[config.mk]
export PLATFORM = sky130hd
export DESIGN_NAME = shift_reg_mcu_spi_rx_flat
export DESIGN_NICKNAME = d
export VERILOG_FILES = /design/src/rtl/shift_reg_mcu_spi_rx_if.sv /design/src/rtl/shift_reg_mcu_spi_rx.sv /design/src/flat_wrapper.sv
export SDC_FILE = /design/constraint.sdc
export NUM_CORES = 1
export LEC_CHECK = 0
export ABC_CLOCK_PERIOD_IN_PS = 2000
export CAP_MARGIN = 20
export CORE_MARGIN = 2
export CORE_UTILIZATION = 48
export DETAILED_ROUTE_END_ITERATION = 6
export DONT_BUFFER_PORTS = 1
export MAX_ROUTING_LAYER = met4
export PLACE_DENSITY_LB_ADDON = 0.3
export SYNTH_ARGS = -nofsm -noshare
export SYNTH_HDL_FRONTEND = slang
export SYNTH_SLANG_ARGS = --single-unit
[constraint.sdc]
create_clock -name fpga_sck -period 2 [get_ports fpga_sck]
set_input_delay 0.2 -clock fpga_sck [delete_from_list [all_inputs] [get_ports fpga_sck]]
set_output_delay 0.2 -clock fpga_sck [all_outputs]
set_load 0.02 [all_outputs]
[src/rtl/shift_reg_mcu_spi_rx_if.sv]
// Core-side word handshake of the MCU->FPGA SPI receiver.
// The receiver drives the word and status flags; the consumer returns data_ack.
interface shift_reg_mcu_spi_rx_if #(
  parameter int unsigned WIDTH = 16
);
  logic [WIDTH-1:0] data_out;
  logic             data_valid;
  logic             data_ack;
  logic             overrun;
  logic             frame_err;
  logic             busy;

  modport master (
    output data_out,
    output data_valid,
    output overrun,
    output frame_err,
    output busy,
    input  data_ack
  );

  modport slave (
    input  data_out,
    input  data_valid,
    input  overrun,
    input  frame_err,
    input  busy,
    output data_ack
  );
endinterface

[src/rtl/shift_reg_mcu_spi_rx.sv]
// SPI mode-0 peripheral receiver: oversamples MCU sck/cs_n/sdi in the fpga_sck
// domain, shifts words in MSB first and offers each word on a valid/ack handshake.
module shift_reg_mcu_spi_rx #(
  parameter int unsigned WIDTH       = 16,
  parameter int unsigned SYNC_STAGES = 2
) (
  input  logic                   fpga_sck,
  input  logic                   reset_n,
  input  logic                   mcu_sck,
  input  logic                   mcu_cs_n,
  input  logic                   mcu_sdi,
  shift_reg_mcu_spi_rx_if.master bus
);

  localparam int unsigned   CW       = (WIDTH > 1) ? $clog2(WIDTH) : 1;
  localparam logic [CW-1:0] LAST_BIT = CW'(WIDTH - 1);

  typedef enum logic {
    IDLE,
    SHIFT
  } state_t;

  logic [SYNC_STAGES-1:0] r_sck_sync;
  logic [SYNC_STAGES-1:0] r_cs_sync;
  logic [SYNC_STAGES-1:0] r_sdi_sync;
  logic                   r_sck_prev;
  logic                   r_cs_prev;

  logic                   w_sck;
  logic                   w_cs_n;
  logic                   w_sdi;
  logic                   w_sck_rise;
  logic                   w_cs_fall;
  logic                   w_cs_rise;

  state_t                 r_state;
  logic [WIDTH-1:0]       r_shreg;
  logic [CW-1:0]          r_count;
  logic                   r_done;
  logic                   r_frame_err;
  logic                   r_busy;

  logic [WIDTH-1:0]       r_data_out;
  logic                   r_data_valid;
  logic                   r_overrun;

  // sdi shares the stage count of sck so the sampled bit lines up with the edge.
  always_ff @(posedge fpga_sck or negedge reset_n) begin
    if (!reset_n) begin
      r_sck_sync <= '0;
      r_cs_sync  <= '1;
      r_sdi_sync <= '0;
      r_sck_prev <= 1'b0;
      r_cs_prev  <= 1'b1;
    end else begin
      r_sck_sync <= {r_sck_sync[SYNC_STAGES-2:0], mcu_sck};
      r_cs_sync  <= {r_cs_sync[SYNC_STAGES-2:0], mcu_cs_n};
      r_sdi_sync <= {r_sdi_sync[SYNC_STAGES-2:0], mcu_sdi};
      r_sck_prev <= w_sck;
      r_cs_prev  <= w_cs_n;
    end
  end

  assign w_sck      = r_sck_sync[SYNC_STAGES-1];
  assign w_cs_n     = r_cs_sync[SYNC_STAGES-1];
  assign w_sdi      = r_sdi_sync[SYNC_STAGES-1];
  assign w_sck_rise = w_sck & ~r_sck_prev;
  assign w_cs_fall  = ~w_cs_n & r_cs_prev;
  assign w_cs_rise  = w_cs_n & ~r_cs_prev;

  always_ff @(posedge fpga_sck or negedge reset_n) begin
    if (!reset_n) begin
      r_state     <= IDLE;
      r_shreg     <= '0;
      r_count     <= '0;
      r_done      <= 1'b0;
      r_frame_err <= 1'b0;
      r_busy      <= 1'b0;
    end else begin
      r_done      <= 1'b0;
      r_frame_err <= 1'b0;
      r_busy      <= ~w_cs_n;
      case (r_state)
        IDLE: begin
          if (w_cs_fall) begin
            r_state <= SHIFT;
            r_count <= '0;
          end
        end
        SHIFT: begin
          // CS release wins over a coincident sck edge; a partial word is dropped.
          if (w_cs_rise) begin
            r_state     <= IDLE;
            r_count     <= '0;
            r_frame_err <= (r_count != '0);
          end else if (w_sck_rise) begin
            r_shreg <= {r_shreg[WIDTH-2:0], w_sdi};
            if (r_count == LAST_BIT) begin
              r_count <= '0;
              r_done  <= 1'b1;
            end else begin
              r_count <= r_count + CW'(1);
            end
          end
        end
        default: r_state <= IDLE;
      endcase
    end
  end

  // r_shreg is stable for the cycle after completion given the minimum sck phase.
  always_ff @(posedge fpga_sck or negedge reset_n) begin
    if (!reset_n) begin
      r_data_out   <= '0;
      r_data_valid <= 1'b0;
      r_overrun    <= 1'b0;
    end else begin
      r_overrun <= 1'b0;
      if (r_done) begin
        if (!r_data_valid || bus.data_ack) begin
          r_data_out   <= r_shreg;
          r_data_valid <= 1'b1;
        end else begin
          r_overrun <= 1'b1;
        end
      end else if (bus.data_ack && r_data_valid) begin
        r_data_valid <= 1'b0;
      end
    end
  end

  assign bus.data_out   = r_data_out;
  assign bus.data_valid = r_data_valid;
  assign bus.overrun    = r_overrun;
  assign bus.frame_err  = r_frame_err;
  assign bus.busy       = r_busy;

endmodule

[src/flat_wrapper.sv]
// flat-port wrapper written by rule: the top's interface ports become plain ports
module shift_reg_mcu_spi_rx_flat 
#(
  parameter int unsigned WIDTH       = 16,
  parameter int unsigned SYNC_STAGES = 2
)
  (fpga_sck, reset_n, mcu_sck, mcu_cs_n, mcu_sdi, bus_data_out, bus_data_valid, bus_overrun, bus_frame_err, bus_busy, bus_data_ack);
  shift_reg_mcu_spi_rx_if #(.WIDTH(WIDTH)) bus_i ();
  input  logic fpga_sck;
  input  logic reset_n;
  input  logic mcu_sck;
  input  logic mcu_cs_n;
  input  logic mcu_sdi;
  output wire logic [$bits(bus_i.data_out)-1:0] bus_data_out;
  output wire logic [$bits(bus_i.data_valid)-1:0] bus_data_valid;
  output wire logic [$bits(bus_i.overrun)-1:0] bus_overrun;
  output wire logic [$bits(bus_i.frame_err)-1:0] bus_frame_err;
  output wire logic [$bits(bus_i.busy)-1:0] bus_busy;
  input wire logic [$bits(bus_i.data_ack)-1:0] bus_data_ack;
  assign bus_data_out = bus_i.data_out;
  assign bus_data_valid = bus_i.data_valid;
  assign bus_overrun = bus_i.overrun;
  assign bus_frame_err = bus_i.frame_err;
  assign bus_busy = bus_i.busy;
  assign bus_i.data_ack = bus_data_ack;
  shift_reg_mcu_spi_rx #(.WIDTH(WIDTH), .SYNC_STAGES(SYNC_STAGES)) u_core (.fpga_sck(fpga_sck), .reset_n(reset_n), .mcu_sck(mcu_sck), .mcu_cs_n(mcu_cs_n), .mcu_sdi(mcu_sdi), .bus(bus_i));
endmodule
==> flow_metrics.tcl, run 1 <==
set metrics [dict create \
    worstSkewPairLatency_ps 300 \
    drt_iter0_markers 61 \
    relSlewSlack 0.734 \
    ir_drop_v 0.000493 \
    synth_ff_type "dfrtp_1" \
    die_h_um 67.1 \
    track_usage 0.149 \
    drv_cap 0 \
    nNetsFinal 138 \
    critPathRequiredTime_ps 2190 \
    min_period_ps 1460 \
    clock-root-buffer "clkbuf_8" \
    antenna_found_initial 0 \
    avgSynthCellArea_sq_um 15.8 \
    p_leak_nw 1.03 \
    synth_edf_count 0 \
    fmax_mhz 686 \
    vias 945 \
    final_util 0.560 \
    vias_per_cell 5.28 \
    hold_path.class "in -> reg" \
    grt_max_degree 51 \
    worst-setup-path-type "reg -> reg" \
    n_fill_cell 327 \
    finalSetupTns_ps 0 \
    path_max_fanout 19 \
    holdBufCountCts 5 \
    hold_viol 0 \
    pre_cts_ws_ps 539 \
    gp_congestion 0.804 \
    wire_per_inst_um 15.0 \
    p_per_area_mw_per_mm2 888 \
    hpwl_um 1750 \
    grt_pass1_vias 1025 \
    cp-start-kind "flip-flop" \
    finalSetupViolCount 0 \
    drc 0 \
    rows 22 \
    drt.antenna.violating_nets 0 \
    fp.dieArea_sq_mm 0.00450 \
    cts_tree "yes" \
    grt_pass1_wl_um 4640 \
    synth-seq-cells 50 \
    io_pins 26 \
    area_growth_pct 9.82 \
    diodes 0 \
    cts_setup_buffers 0 \
    min_period_over_period 0.729 \
    drt-pass1-iter-count 4 \
    ys_seq_area_frac 0.657 \
    cts_max_level 2 \
    netlist_area_sq_mm 0.00191 \
    cp_data_arrival_time_ps 1640 \
    rsz0062_at_grt "no" \
    async_reset_ff_frac 1.00 \
    chipWidth_um 67.1 \
    gr-total-overflow 0 \
    slew_violations 0 \
    finalWorstSetupSlack_ps 541 \
    clk_pin_slew_ps 80 \
    ys_types 28 \
    syn-num-nets 129 \
    worst_pin_slew_ps 397 \
    cts_buffer_depth 2 \
    holdWs_ps 146 \
    wl_um 2690 \
    drive_gt1_frac 0.359 \
    cts_num_sinks 50 \
    start_util 0.510 \
    cts-resized-gates 0 \
    syn_inst 121 \
    critPathCaptureType "flip-flop" \
    yosysWarnings 0 \
    portBuffers 0 \
    finalClockSkew_ps 8.62 \
    numCtsBuffers 5 \
    outcome "complete, no violations" \
    coreArea_sq_mm 0.00374 \
]
## state kept, by name, summed over array words and instances, names as in the netlist, 2 cells and up
signal and cells:
u_core.r_cs_sync 2, u_core.r_shreg 16, u_core.r_count 4, u_core.r_sdi_sync 2, u_core.bus.data_out 16, u_core.r_sck_sync 2
## where the power goes
part / internal [mW] / total, mW / leakage [nW] / switching [mW]
Clock: 0.247 / 0.552 / 0.0452 / 0.306
Combinational: 0.0871 / 0.148 / 0.324 / 0.0614
Sequential: 1.10 / 1.16 / 0.662 / 0.0677
## per-stage QoR
step / instance area (sq um) / power, mW / cells
after floorplan: 1910 / 1.27 / 121
after global placement: 1940 / 1.29 / 166
after detailed placement: 1940 / 1.30 / 166
after CTS: 2100 / 1.90 / 179
after global routing: 2100 / 1.96 / 179
final: 2100 / 1.86 / 179
## cell type report
class	instances	area, sq um	share of cell area
flip-flops and latches	50	1250	0.598
clock buffers	6	72.6	0.0346
clock inverters	2	13.8	0.00656
repair buffers	5	67.6	0.0322
well taps	48	60.1	0.0286
inverters	5	18.8	0.00894
multi-input cells	63	611	0.291
## cells by family after synthesis
| kind of cell | after synthesis | share of synthesized area |
|---|---|---|
| AOI/OAI and AO/OA | 9 | 0.0282 |
| and+or+nand+nor | 19 | 0.0707 |
| adders and majority gates | 3 | 0.0183 |
| DFF | 50 | 0.657 |
| muxes | 32 | 0.202 |
| buffers and inverters | 8 | 0.0236 |
## worst paths after layout
path | end | from | cells past startpoint | slack (ps)
worst min-delay path | u_core.bus.overrun | bus_data_ack | 2 | 150
max in group asynchronous | u_core.r_cs_prev | reset_n | 2 | 1310
worst max register to register | u_core.r_shreg[9] | u_core.r_cs_prev | 3 | 540
worst min register to register | u_core.r_sdi_sync[1] | u_core.r_sdi_sync[0] | 0 | 360
worst max-delay path | u_core.r_shreg[9] | u_core.r_cs_prev | 3 | 540
min in group asynchronous | u_core.bus.data_out[12] | reset_n | 2 | 420
## metal layers
| layer | track usage | share of wire |
|---|---|---|
| met3 | 0.0574 | 0.061 |
| met1 | 0.162 | 0.44 |
| met4 | 0.0842 | 0.025 |
| met5 | - | 0 |
| met2 | 0.233 | 0.48 |
## worst max-delay path, cell delays in order (launching register included)
cell,delay (ps)
dfstp_2,540
nand2b_4,150
nand3_4,260
mux2_4,390
## layout by cell type, fill, tap and decap left out, drive strengths merged
cell | netlist | layout
a21oi | 1 | 1
a31oi | 1 | 1
a41oi | 1 | 1
and2 | 1 | 1
and2b | 1 | 1
buf | 3 | 1
clkbuf | 0 | 6
clkinv | 0 | 2
dfrtp | 47 | 47
dfstp | 3 | 3
dlygate4sd3 | 0 | 4
ha | 2 | 2
inv | 5 | 5
maj3 | 1 | 1
mux2 | 32 | 32
nand2 | 3 | 3
nand2b | 2 | 2
nand3 | 3 | 3
nand3b | 2 | 2
nand4 | 2 | 2
nor2 | 3 | 3
nor2b | 1 | 1
o21ai | 5 | 5
o221ai | 1 | 1
or2b | 1 | 1
## synth_stat cells (2+ instances only)
master / number / area [sq um]
nand3b_1: 2 / 15.0
mux2_2: 25 / 282
nand2_1: 2 / 7.51
nor2_1: 3 / 11.3
inv_1: 5 / 18.8
nand3_1: 2 / 10.0
nand4_1: 2 / 12.5
o21ai_0: 4 / 20.0
mux2_4: 7 / 105
buf_4: 2 / 15.0
dfrtp_1: 47 / 1180
ha_1: 2 / 25.0
dfstp_2: 3 / 78.8
No activity file was read; power rests on OpenSTA's default activity.
==> run 2: changes to the inputs <==
Settings changed: ABC_AREA set to 1, ABC_CLOCK_PERIOD_IN_PS 2000 to 1350.
Clock period 2 ns to 1.35 ns, I/O delays scaled along.
==> flow_metrics.tcl, run 2 <==
set metrics [dict create \
    outcome "complete, no violations" \
    hold_path.class "in -> reg" \
    gp_congestion 0.749 \
    cp_data_arrival_time_ps 1410 \
    path_max_fanout 33 \
    coreArea_sq_mm 0.00400 \
    yosysMostFrequentCell "dfrtp_1" \
    synth_ff_type "dfrtp_1" \
    p_total_mw 2.80 \
    avgSynthCellArea_sq_um 10.5 \
    area_growth_pct 10.7 \
    final_common_cell "dfrtp_1" \
    yosysWarnings 0 \
    r2r_slack_ps 120 \
    min_period_ps 1230 \
    vias 1218 \
    p_leak_nw 1.02 \
    clk_pin_slew_ps 90 \
    yosys-top-cells-count "dfrtp_1 (47), nand2_1 (44), inv_1 (29), o21ai_2 (16), o21ai_0 (15)" \
    netlist_area_sq_mm 0.00198 \
    synth-seq-cells 50 \
    rows 23 \
    finalSetupViolCount 0 \
    vias_per_cell 4.89 \
    drt-pass1-iter-count 4 \
    stdcell_count 249 \
    syn_inst 189 \
    start_util 0.496 \
    p_per_area_mw_per_mm2 1270 \
    fp.dieArea_sq_mm 0.00466 \
    reg2reg_to "u_core.r_shreg[9]" \
    crit_start "u_core.r_cs_prev" \
    track_usage 0.158 \
    io_pins 26 \
    fmax_mhz 812 \
    r2r_start "u_core.r_cs_prev" \
    cts_buffer_depth 2 \
    nNetsFinal 206 \
    max_stage_delay_ps 520 \
    numCtsBuffers 5 \
    ir_drop_v 0.000829 \
    async_reset_ff_frac 1.00 \
    slew_violations 0 \
    grt_pass1_vias 1208 \
    drive_gt1_frac 0.201 \
    synthTopCellsByArea "dfrtp_1 (59%), nand2_1 (8.3%), o21ai_2 (7.1%)" \
    cts_max_level 2 \
    cp-start-kind "flip-flop" \
    critPathCaptureType "flip-flop" \
    antenna_found_initial 0 \
    min_period_over_period 0.912 \
    ys_types 19 \
    final_util 0.549 \
    drv_cap 0 \
    placedCellCount 236 \
    diodes 0 \
    syn-num-nets 197 \
    ys_seq_area_frac 0.633 \
    chipWidth_um 68.3 \
    cts_tree "yes" \
    portBuffers 0 \
    grt_pass1_wl_um 5240 \
    critPathRequiredTime_ps 1530 \
    hpwl_um 2080 \
    grt_max_degree 51 \
    drc 0 \
    drt.antenna.violating_nets 0 \
    finalSetupTns_ps 0 \
    finalClockSkew_ps 5.60 \
    worst_pin_slew_ps 279 \
    path_cells "inv_1 > nand2_4 > nand4_4 > buf_12 > nand2_1 > o21ai_2" \
    mostFrequentLayoutCells "dfrtp_1 (47), nand2_1 (44), inv_1 (29)" \
    worstHoldStart "bus_data_ack" \
    worstSkewPairLatency_ps 290 \
    r2r_cells 6 \
    timing.critical_path.to "u_core.r_shreg[9]" \
    relSlewSlack 0.814 \
    hold_viol 0 \
    drt_iter0_markers 67 \
    wire_per_inst_um 12.1 \
    synth_edf_count 0 \
    synth_largest_area_cell "dfrtp_1" \
    gr-total-overflow 0 \
    rsz0062_at_grt "no" \
    cts_num_sinks 50 \
    die_h_um 68.3 \
    worst-setup-path-type "reg -> reg" \
    clock-root-buffer "clkbuf_8" \
    cp_slowest_cell "dfstp_2" \
    wl_um 3010 \
    synth_top_cell_area_share 0.593 \
]
## run 2: layer usage
layer / GRT usage / part of all wire
met1: 0.200 / 0.45
met2: 0.238 / 0.47
met3: 0.0411 / 0.062
met4: 0.0725 / 0.019
met5: - / 0
## run 2: critical path, delay by kind of cell (launching register included)
kind | cells | cell delay [ps]
simple gates | 3 | 280
flops | 1 | 520
compound gates | 1 | 50
buf+inv | 2 | 260
## run 2: worst min path at each step
stage                               endpoint  slack [ps]  cells after the start
after CTS                 u_core.bus.overrun           4                      3
after floorplan              u_core.bus.busy        -160                      0
after global routing      u_core.bus.overrun          20                      3
after global placement        u_core.r_state        -160                      0
after detailed placement     u_core.bus.busy        -160                      0
final                     u_core.bus.overrun          20                      3
## run 2: final cells by class
class / count / area, sq um
fillers: 342 / 1810
flip-flops and latches: 50 / 1250
multi-input cells: 102 / 559
inverters: 30 / 113
repair buffers: 9 / 110
clock buffers: 6 / 82.6
well taps: 50 / 62.6
clock inverters: 2 / 12.5
## run 2: cell families (layout without fill, tap and decap cells)
family          count (synthesis)  after routing  synth area share
simple gates                   64             64             0.148
flops                          50             50             0.633
buf+inv                        37             47            0.0852
compound gates                 36             36             0.122
fa+ha+maj                       2              2            0.0126
## run 2: stage by stage
stage | instance area (sq um) | hold slack (ps) | worst slack (ps)
6_report | 2190 | 16.8 | 119
5_1_grt | 2190 | 18.5 | 31.3
4_1_cts | 2190 | 3.99 | 106
3_5_place_dp | 2030 | -160 | 124
3_3_place_gp | 2030 | -159 | 165
2_1_floorplan | 1980 | -161 | 205
## run 2: power by group
group	internal (mW)	switching (mW)	total [mW]	leakage [nW]
Clock	0.412	0.450	0.861	0.0472
Sequential	1.59	0.0713	1.66	0.667
Combinational	0.101	0.174	0.275	0.309
Total	2.10	0.695	2.80	1.02
## run 2: repair_timing
item	4_1_cts	5_1_grt
gates resized for setup	0	0
endpoints found under the hold margin	53	0
setup buffers	0	0
hold buffers	5	0
